===== src/rtl/din_stream_gen.sv =====
// Burst stimulus source: emits bursts of arithmetic-sequence words separated by idle gaps.
// Optional macro DIN_GEN_SUM_TAIL_EN adds a per-burst checksum tail word.
module din_stream_gen #(
    parameter int DWIDTH = 16
) (
    input  logic              clk,
    input  logic              rst_n,
    input  logic              start,
    input  logic              stop,
    input  logic [DWIDTH-1:0] cfg_base,
    input  logic [DWIDTH-1:0] cfg_step,
    input  logic [15:0]       cfg_len,
    input  logic [7:0]        cfg_bursts,
    input  logic [7:0]        cfg_gap,
    output logic              dout_valid,
    output logic [DWIDTH-1:0] dout_data,
    output logic              dout_last,
    output logic              busy,
    output logic              done
);

`ifdef DIN_GEN_SUM_TAIL_EN
    localparam bit HAS_TAIL = 1'b1;
    typedef enum logic [2:0] {IDLE, BURST, TAIL, GAP, DONE} state_t;
`else
    localparam bit HAS_TAIL = 1'b0;
    typedef enum logic [2:0] {IDLE, BURST, GAP, DONE} state_t;
`endif

    // The state names what is on the bus this cycle; counters describe that word.
    state_t            state, state_n;
    logic [15:0]       len_q, len_n;
    logic [7:0]        bursts_q, bursts_n;
    logic [7:0]        gap_q, gap_n;
    logic [DWIDTH-1:0] step_q, step_n;
    logic [15:0]       word_cnt, word_cnt_n;
    logic [7:0]        burst_cnt, burst_cnt_n;
    logic [7:0]        gap_cnt, gap_cnt_n;
    logic [DWIDTH-1:0] next_word, next_word_n;
`ifdef DIN_GEN_SUM_TAIL_EN
    logic [DWIDTH-1:0] acc, acc_n;
`endif
    logic              valid_n, last_n, busy_n, done_n;
    logic [DWIDTH-1:0] data_n;
    logic              end_burst, new_burst;

    // NOTE: every variable gets a default before the case so no path infers a latch;
    // blocking assignments here let later sections see earlier updates in the same cycle.
    always_comb begin
        state_n     = state;
        len_n       = len_q;
        bursts_n    = bursts_q;
        gap_n       = gap_q;
        step_n      = step_q;
        word_cnt_n  = word_cnt;
        burst_cnt_n = burst_cnt;
        gap_cnt_n   = gap_cnt;
        next_word_n = next_word;
`ifdef DIN_GEN_SUM_TAIL_EN
        acc_n       = acc;
`endif
        valid_n     = 1'b0;
        data_n      = dout_data;
        last_n      = 1'b0;
        busy_n      = busy;
        done_n      = 1'b0;
        end_burst   = 1'b0;
        new_burst   = 1'b0;

        case (state)
            IDLE: begin
                if (start) begin
                    len_n       = cfg_len;
                    bursts_n    = cfg_bursts;
                    gap_n       = cfg_gap;
                    step_n      = cfg_step;
                    next_word_n = cfg_base;
                    burst_cnt_n = 8'd0;
                    if (cfg_len != 16'd0 && cfg_bursts != 8'd0) begin
                        new_burst = 1'b1;
                    end else begin
                        state_n = DONE;
                        done_n  = 1'b1;
                        busy_n  = 1'b1;
                    end
                end
            end
            BURST: begin
                if (stop) begin
                    state_n = DONE;
                    done_n  = 1'b1;
                end else if (word_cnt < len_q) begin
                    valid_n     = 1'b1;
                    data_n      = next_word;
                    last_n      = (word_cnt + 16'd1 == len_q) && !HAS_TAIL;
                    word_cnt_n  = word_cnt + 16'd1;
                    next_word_n = next_word + step_q;
`ifdef DIN_GEN_SUM_TAIL_EN
                    acc_n       = acc + next_word;
`endif
                end else begin
`ifdef DIN_GEN_SUM_TAIL_EN
                    state_n = TAIL;
                    valid_n = 1'b1;
                    data_n  = acc;
                    last_n  = 1'b1;
`else
                    end_burst = 1'b1;
`endif
                end
            end
`ifdef DIN_GEN_SUM_TAIL_EN
            TAIL: begin
                if (stop) begin
                    state_n = DONE;
                    done_n  = 1'b1;
                end else begin
                    end_burst = 1'b1;
                end
            end
`endif
            GAP: begin
                if (stop) begin
                    state_n = DONE;
                    done_n  = 1'b1;
                end else if (gap_cnt < gap_q) begin
                    gap_cnt_n = gap_cnt + 8'd1;
                end else begin
                    new_burst = 1'b1;
                end
            end
            DONE: begin
                state_n = IDLE;
                busy_n  = 1'b0;
            end
            default: begin
                state_n = IDLE;
                busy_n  = 1'b0;
            end
        endcase

        if (end_burst) begin
            if (burst_cnt < bursts_q) begin
                if (gap_q != 8'd0) begin
                    state_n   = GAP;
                    gap_cnt_n = 8'd1;
                end else begin
                    new_burst = 1'b1;
                end
            end else begin
                state_n = DONE;
                done_n  = 1'b1;
            end
        end

        // First word of a burst; next_word_n already holds the right value here.
        if (new_burst) begin
            state_n     = BURST;
            busy_n      = 1'b1;
            valid_n     = 1'b1;
            data_n      = next_word_n;
            last_n      = (len_n == 16'd1) && !HAS_TAIL;
            word_cnt_n  = 16'd1;
            burst_cnt_n = burst_cnt_n + 8'd1;
`ifdef DIN_GEN_SUM_TAIL_EN
            acc_n       = next_word_n;
`endif
            next_word_n = next_word_n + step_n;
        end
    end

    // NOTE: sequential state uses non-blocking assignments; every register, including
    // the latched configuration, is reset so the block is fully defined after rst_n.
    always_ff @(posedge clk or negedge rst_n) begin
        if (!rst_n) begin
            state      <= IDLE;
            len_q      <= '0;
            bursts_q   <= '0;
            gap_q      <= '0;
            step_q     <= '0;
            word_cnt   <= '0;
            burst_cnt  <= '0;
            gap_cnt    <= '0;
            next_word  <= '0;
`ifdef DIN_GEN_SUM_TAIL_EN
            acc        <= '0;
`endif
            dout_valid <= 1'b0;
            dout_data  <= '0;
            dout_last  <= 1'b0;
            busy       <= 1'b0;
            done       <= 1'b0;
        end else begin
            state      <= state_n;
            len_q      <= len_n;
            bursts_q   <= bursts_n;
            gap_q      <= gap_n;
            step_q     <= step_n;
            word_cnt   <= word_cnt_n;
            burst_cnt  <= burst_cnt_n;
            gap_cnt    <= gap_cnt_n;
            next_word  <= next_word_n;
`ifdef DIN_GEN_SUM_TAIL_EN
            acc        <= acc_n;
`endif
            dout_valid <= valid_n;
            dout_data  <= data_n;
            dout_last  <= last_n;
            busy       <= busy_n;
            done       <= done_n;
        end
    end

endmodule

===== config.mk =====
export PLATFORM = sky130hd
export DESIGN_NAME = din_stream_gen
export DESIGN_NICKNAME = d
export VERILOG_FILES = /design/src/rtl/din_stream_gen.sv
export SDC_FILE = /design/constraint.sdc
export NUM_CORES = 1
export LEC_CHECK = 0
export CAP_MARGIN = 20
export CORE_AREA = 2 2 126 128
export CTS_BUF_LIST = sky130_fd_sc_hd__clkbuf_2
export CTS_CLUSTER_SIZE = 30
export DETAILED_ROUTE_END_ITERATION = 6
export DIE_AREA = 0 0 128 130
export PLACE_DENSITY = 0.78
export SETUP_SLACK_MARGIN = 0.15
export SLEW_MARGIN = 20
export SYNTH_ARGS = -nofsm -noshare
export SYNTH_HDL_FRONTEND = slang
export SYNTH_SLANG_ARGS = --single-unit
export TNS_END_PERCENT = 10

===== constraint.sdc =====
create_clock -name clk -period 5 [get_ports clk]
set_input_delay 1 -clock clk [delete_from_list [all_inputs] [get_ports clk]]
set_output_delay 1 -clock clk [all_outputs]
set_load 0.05 [all_outputs]

After elaboration in Yosys (flattened, before gate mapping)

Index checks and enable logic that the tools add are counted.

$lt $le $gt $ge: 3
Add/subtract/negate cells: 5
Reduce and logical (&&, ||, !) cells: 11
Multiplexer cells: 63
Eq/ne operators: 8

Operators by type and width:

| operator                                                          | number |
|---|---|
| 16-bit two-way mux                                                | 16 |
| 8-bit two-way mux                                                 | 9 |
| 16-bit adder                                                      | 2 |
| 16-bit one-hot mux with 2 select lines                            | 1 |
| 1-bit two-way mux                                                 | 26 |
| 3-bit two-way mux                                                 | 7 |
| 16-bit by 1-bit adder with 16-bit output (second input constant)  | 1 |
| 8-bit by 1-bit adder with 8-bit output (second input constant)    | 2 |
| 16-bit by 1-bit == test with 1-bit output (second input constant) | 1 |
| 16-bit == test                                                    | 1 |
| 16-bit < comparator                                               | 1 |
| 8-bit < comparator                                                | 2 |
| 16-bit nonzero test                                               | 1 |
| 8-bit nonzero test                                                | 2 |
| 3-bit != test (second input constant)                             | 2 |
| 1-bit one-hot mux with 2 select lines                             | 3 |
| 3-bit one-hot mux with 2 select lines                             | 1 |
| 3-bit AND reduction                                               | 2 |
| 2-bit by 1-bit != test with 1-bit output (second input constant)  | 2 |
| 2-bit nonzero test                                                | 2 |
| 3-bit by 1-bit == test with 1-bit output (second input constant)  | 1 |
| 3-bit by 2-bit == test with 1-bit output (second input constant)  | 1 |
| 3-bit zero test                                                   | 1 |
| 2-bit AND reduction                                               | 1 |
| 2 further kinds                                                   | 2 |

Output and inout port bits: 20
Register bits after elaboration: 119
Input port bits: 68

Logic depth before layout (Yosys ltp)

Word-level depth: 10
Mapped depth: 21
Gate-level depth less buffers: 20

Least setup slack after synthesis

Ideal clock, no wire load.

Path type: flip-flop to flip-flop
Start: register word_cnt[14]
End: register next_word[12]
Path buffers: 1
Arrival time: 4.567 ns
Cell stages (with the launch flop): 21
Setup time: 0.125 ns
Setup slack: 0.308 ns
Cells stage by stage: dfrtp_1 > ha_1 > a211oi_2 > nand2_1 > o31a_1 > a311o_1 > clkbuf_1 > nor2_1 > o21ai_0 > a222oi_1 > inv_1 > ha_1 > fa_1 > a211oi_1 > o21bai_1 > a21oi_1 > o21bai_1 > a41oi_1 > nor2b_1 > xnor2_1 > mux2_2

Longest elaborated chain between the ends: 6
Elaborated cells between the ends (all ways): 10
Those cells by class: 1 x add/sub; 1 x order compare; 8 x mux

RTL lines:

| what                                                                               | line     | source |
|---|---|---|
| from (decl)                                                                        | 36       | `logic [15:0] word_cnt, word_cnt_n;` |
| from (signal assigned)                                                             | 199      | `word_cnt <= word_cnt_n;` |
| 16-bit < comparator (*)                                                            | 92       | `end else if (word_cnt < len_q) begin` |
| 16-bit two-way mux / 1-bit two-way mux (equally long branches)                     | 92       |  |
| 16-bit two-way mux / 1-bit two-way mux (equally long branches)                     | 89       | `if (stop) begin` |
| 16-bit one-hot mux with 2 select lines / 1-bit two-way mux (equally long branches) | 70       | `case (state)` |
| 16-bit adder / 1-bit two-way mux (equally long branches)                           | 168, 142 |  |
| 16-bit two-way mux (*)                                                             | 157      | `if (new_burst) begin` |
| named net next_word_n[12]                                                          | 39       | `logic [DWIDTH-1:0] next_word, next_word_n;` |
| to (signal assigned)                                                               | 202      | `next_word <= next_word_n;` |
| to (decl)                                                                          | 39       |  |

The timed path passes the listed nets; every way through them passes the cells marked *.
A chain may end at the register's enable or synchronous reset.

Worst setup path after layout

Start: register len_q[14]
End: register next_word[12]

Longest elaborated chain between the ends: 6
Elaborated cells between the ends (all ways): 10
Those cells by class: 1 x add/sub; 1 x order compare; 8 x mux

RTL lines:

| what                                                                               | line     | source |
|---|---|---|
| from (decl)                                                                        | 32       | `logic [15:0] len_q, len_n;` |
| from (signal assigned)                                                             | 195      | `len_q <= len_n;` |
| 16-bit < comparator (*)                                                            | 92       |  |
| 16-bit two-way mux / 1-bit two-way mux (equally long branches)                     | 92       |  |
| 16-bit two-way mux / 1-bit two-way mux (equally long branches)                     | 89       |  |
| 16-bit one-hot mux with 2 select lines / 1-bit two-way mux (equally long branches) | 70       |  |
| 16-bit adder / 1-bit two-way mux (equally long branches)                           | 168, 142 |  |
| 16-bit two-way mux (*)                                                             | 157      |  |
| named net next_word_n[12]                                                          | 39       |  |

Marked as above.

==> run_results.csv <==
group,metric,value,unit
status,status,"completed",
sta,worstMarginPinSlew,0.948,ns
placed_design,gp_congestion,0.922,
setup_path,path_class,"flip-flop to flip-flop",
route,first_pass_iters,6,
logic_synthesis,ys_seq_area_share,37.4,%
clocking,cts_tree,"yes",
die,ioPinCount,88,
logic_synthesis,syn-cell-area,7970,um2
setup_path,crit_family,"compound AO/OA/AOI/OAI gates",
finish,nFillCells,1358,
global_routing,grt_max_degree,67,
finish,drive_gt1_share,8.30,%
die,row_count,46,
clocking,cts_sinks,119,
finish,final_design_area_no_fill,9480,um2
route,drt_iter0_drc,589,
logic_synthesis,yosysWarningCount,0,
route,routedWlPerCell,16.2,um
route,vias_per_cell,5.70,
logic_synthesis,ys_types,62,
setup_path,cp_cell_sequence,"inv_1 > ha_4 > a211oi_4 > nand2_1 > o31a_1 > a311o_1 > nor2_1 > o21ai_1 > a222oi_1 > inv_1 > ha_2 > fa_2 > a211oi_1 > o21bai_1 > a21oi_2 > o21bai_2 > a41oi_2 > nor2b_2 > xnor2_1 > mux2_2",
power,p_leak,4.39,nW
setup_path,worstPathRequired,5.61,ns
sta,setup_viol,0,
placed_design,place_area,9110,um2
route,drt_wl_total,20600,um
logic_synthesis,synth_most_common_cell,"nand2_1",
sta,hold_violations,0,
setup_path,critPathBufInv,2,
sta,skew,0.0265,ns
clocking,cts_buffers,17,
finish,fin_nets,1194,
route,num_vias,7208,
power,ir_drop,0.391,mV
global_routing,grt-ovfl-total,0,
finish,syn_to_final_growth,19.0,%
setup_path,critPathMaxFanout,3,
setup_path,end_kind,"flip-flop",
clocking,clkLatencyLatePin,0.72,ns
sta,period_needed,4.60,ns
power,p_per_area,630,nW/um2
sta,timing.fmax,0.217,GHz
logic_synthesis,synth_ff_type,"dfrtp_1",
setup_path,cp-start-kind,"flip-flop",
logic_synthesis,synth.area.top_cells,"dfrtp_1 (37%), ha_1 (9.9%), nand2_1 (8.6%)",
logic_synthesis,synth_edf_count,0,
logic_synthesis,postSynthNetCount,1089,
setup_path,crit_slowest_cell,"a222oi_1",
sta,finalSetupTns,0,ns
setup_path,crit_path_frequent_cell,"inv_1",
logic_synthesis,synth_top_area_cell,"dfrtp_1",
logic_synthesis,synth_cells,956,
logic_synthesis,async_flop_share,100,%
route,ant_nets,0,
logic_synthesis,synthTopCellsByCount,"nand2_1 (182), dfrtp_1 (119), nor2_1 (81), ha_1 (63), o21ai_0 (61)",
clocking,cts_hold_buf,0,
placed_design,hpwl,14900,um
global_routing,grt_pass1_wl,33300,um
die,die_area,16600,um2
clocking,h-tree-depth,4,
die,start_util,51.6,%
global_routing,grt_usage,25.6,%
die,die_h,130,um
clocking,clock_path_buffers,2,
sta,slew_viol_final,0,
hold_path,hold_path_class,"input pin to asynchronous set/reset pin",
placed_design,port_buffers,87,
setup_path,cpPeakStageDelay,0.46,ns
setup_path,critPathArrivalTime,5.22,ns
die,coreArea,15400,um2
logic_synthesis,ys_seq_elements,119,
clocking,clkTransAtPathRegs,0.18,ns
job,maxCapViolations,0,
clocking,cts_root_buf,"clkbuf_2",
route,route.detailed.drc,0,
sta,slew_headroom,36.8,%
global_routing,grt_pass1_vias,6824,
global_routing,antenna_found_initial,1,
sta,rsz0062_at_grt,"false",
logic_synthesis,avgSynthCellArea,8.33,um2
logic_synthesis,synth_top_area_share,37.4,%
sta,post-route-period-util,92.1,%
die,die_x,128,um
==> power by group <==
part           switching [mW]  total (mW)  internal [mW]  leakage (nW)
Combinational            2.14        3.75           1.61          2.76
Sequential              0.318        1.64           1.32          1.50
Clock                   0.366       0.586          0.220         0.126
Total                    2.83        5.98           3.15          4.39
==> cell usage in the layout, fill, tap and decap left out, drive strengths merged, types with 7 or more instances in the layout <==
master / instances
nand2b: 10
nor4: 15
or3: 8
o21bai: 7
and3: 15
inv: 55
ha: 63
a31oi: 17
xnor2: 41
nor3: 9
o21a: 7
xor2: 32
nor2: 81
dfrtp: 119
a21o: 17
nand3: 26
clkbuf: 19
o21ai: 61
a21oi: 58
nand2: 182
nand4: 11
clkdlybuf4s50: 86
buf: 37
a211oi: 8
o22ai: 8
==> state kept, by name, indices dropped and copies added, names as in the netlist <==
register and flops:
burst_cnt 8, bursts_q 8, busy 1, done 1, dout_data 16, dout_last 1
dout_valid 1, gap_cnt 8, gap_q 8, len_q 16, next_word 16, state 3
step_q 16, word_cnt 16
==> timing repair <==
item	in CTS	in global routing
resized for setup	1	10
setup endpoints to repair	2	7
endpoints found under the hold margin	0	0
setup buffers	11	4
pin swaps	2	4
==> cell families (layout without fill, tap and decap cells) <==
group | after synthesis | count (layout) | share of synthesized area, %
simple gates | 376 | 376 | 20.9
compound gates | 224 | 224 | 18.1
flops | 119 | 119 | 37.4
buf+inv | 92 | 208 | 4.41
xor+xnor | 73 | 73 | 8.03
fa+ha+maj | 65 | 65 | 10.4
mux | 6 | 6 | 0.801
other cells | 1 | 2 | 0.0471
==> cell type report <==
type	instances	area (um2)	area share [%]
Inverter	55	206	2.18
Sequential cell	119	2980	31.4
Clock inverter	11	110	1.16
Clock buffer	19	95.1	1.00
Timing Repair Buffer	123	1140	12.0
Multi-Input combinational cell	745	4710	49.7
Tap cell	192	240	2.53
Antenna cell	1	2.50	0.0264
==> through the flow <==
step / worst slack, ns / cells / util (%) / total power, mW / hold slack (ns)
2_1_floorplan: 0.308 / 956 / - / 4.28 / 0.447
3_3_place_gp: 0.222 / 1219 / 59.1 / 5.12 / 0.465
3_5_place_dp: 0.0832 / 1219 / 59.1 / 5.19 / 0.490
4_1_cts: 0.171 / 1260 / 61.0 / 5.86 / 0.196
5_1_grt: 0.161 / 1265 / 61.5 / 6.50 / 0.223
6_report: 0.396 / 1265 / 61.5 / 5.98 / 0.248
==> layer usage <==
layer	GRT usage (%)	share of wire [%]
met4	8.14	2.2
met5	0	0
met1	34.9	46
met2	41.4	47
met3	5.08	5.1
==> worst paths after layout <==
check	startpoint	to	slack [ns]	cells past startpoint
worst max-delay path	len_q[14]	next_word[12]	0.40	20
worst min-delay path	rst_n	burst_cnt[2]	0.25	1
worst max register to register	len_q[14]	next_word[12]	0.40	20
worst min register to register	bursts_q[0]	bursts_q[0]	0.52	2
max in group asynchronous	rst_n	len_q[2]	3.84	2
min in group clk	bursts_q[0]	bursts_q[0]	0.52	2
(Power assumes the default switching activity.)
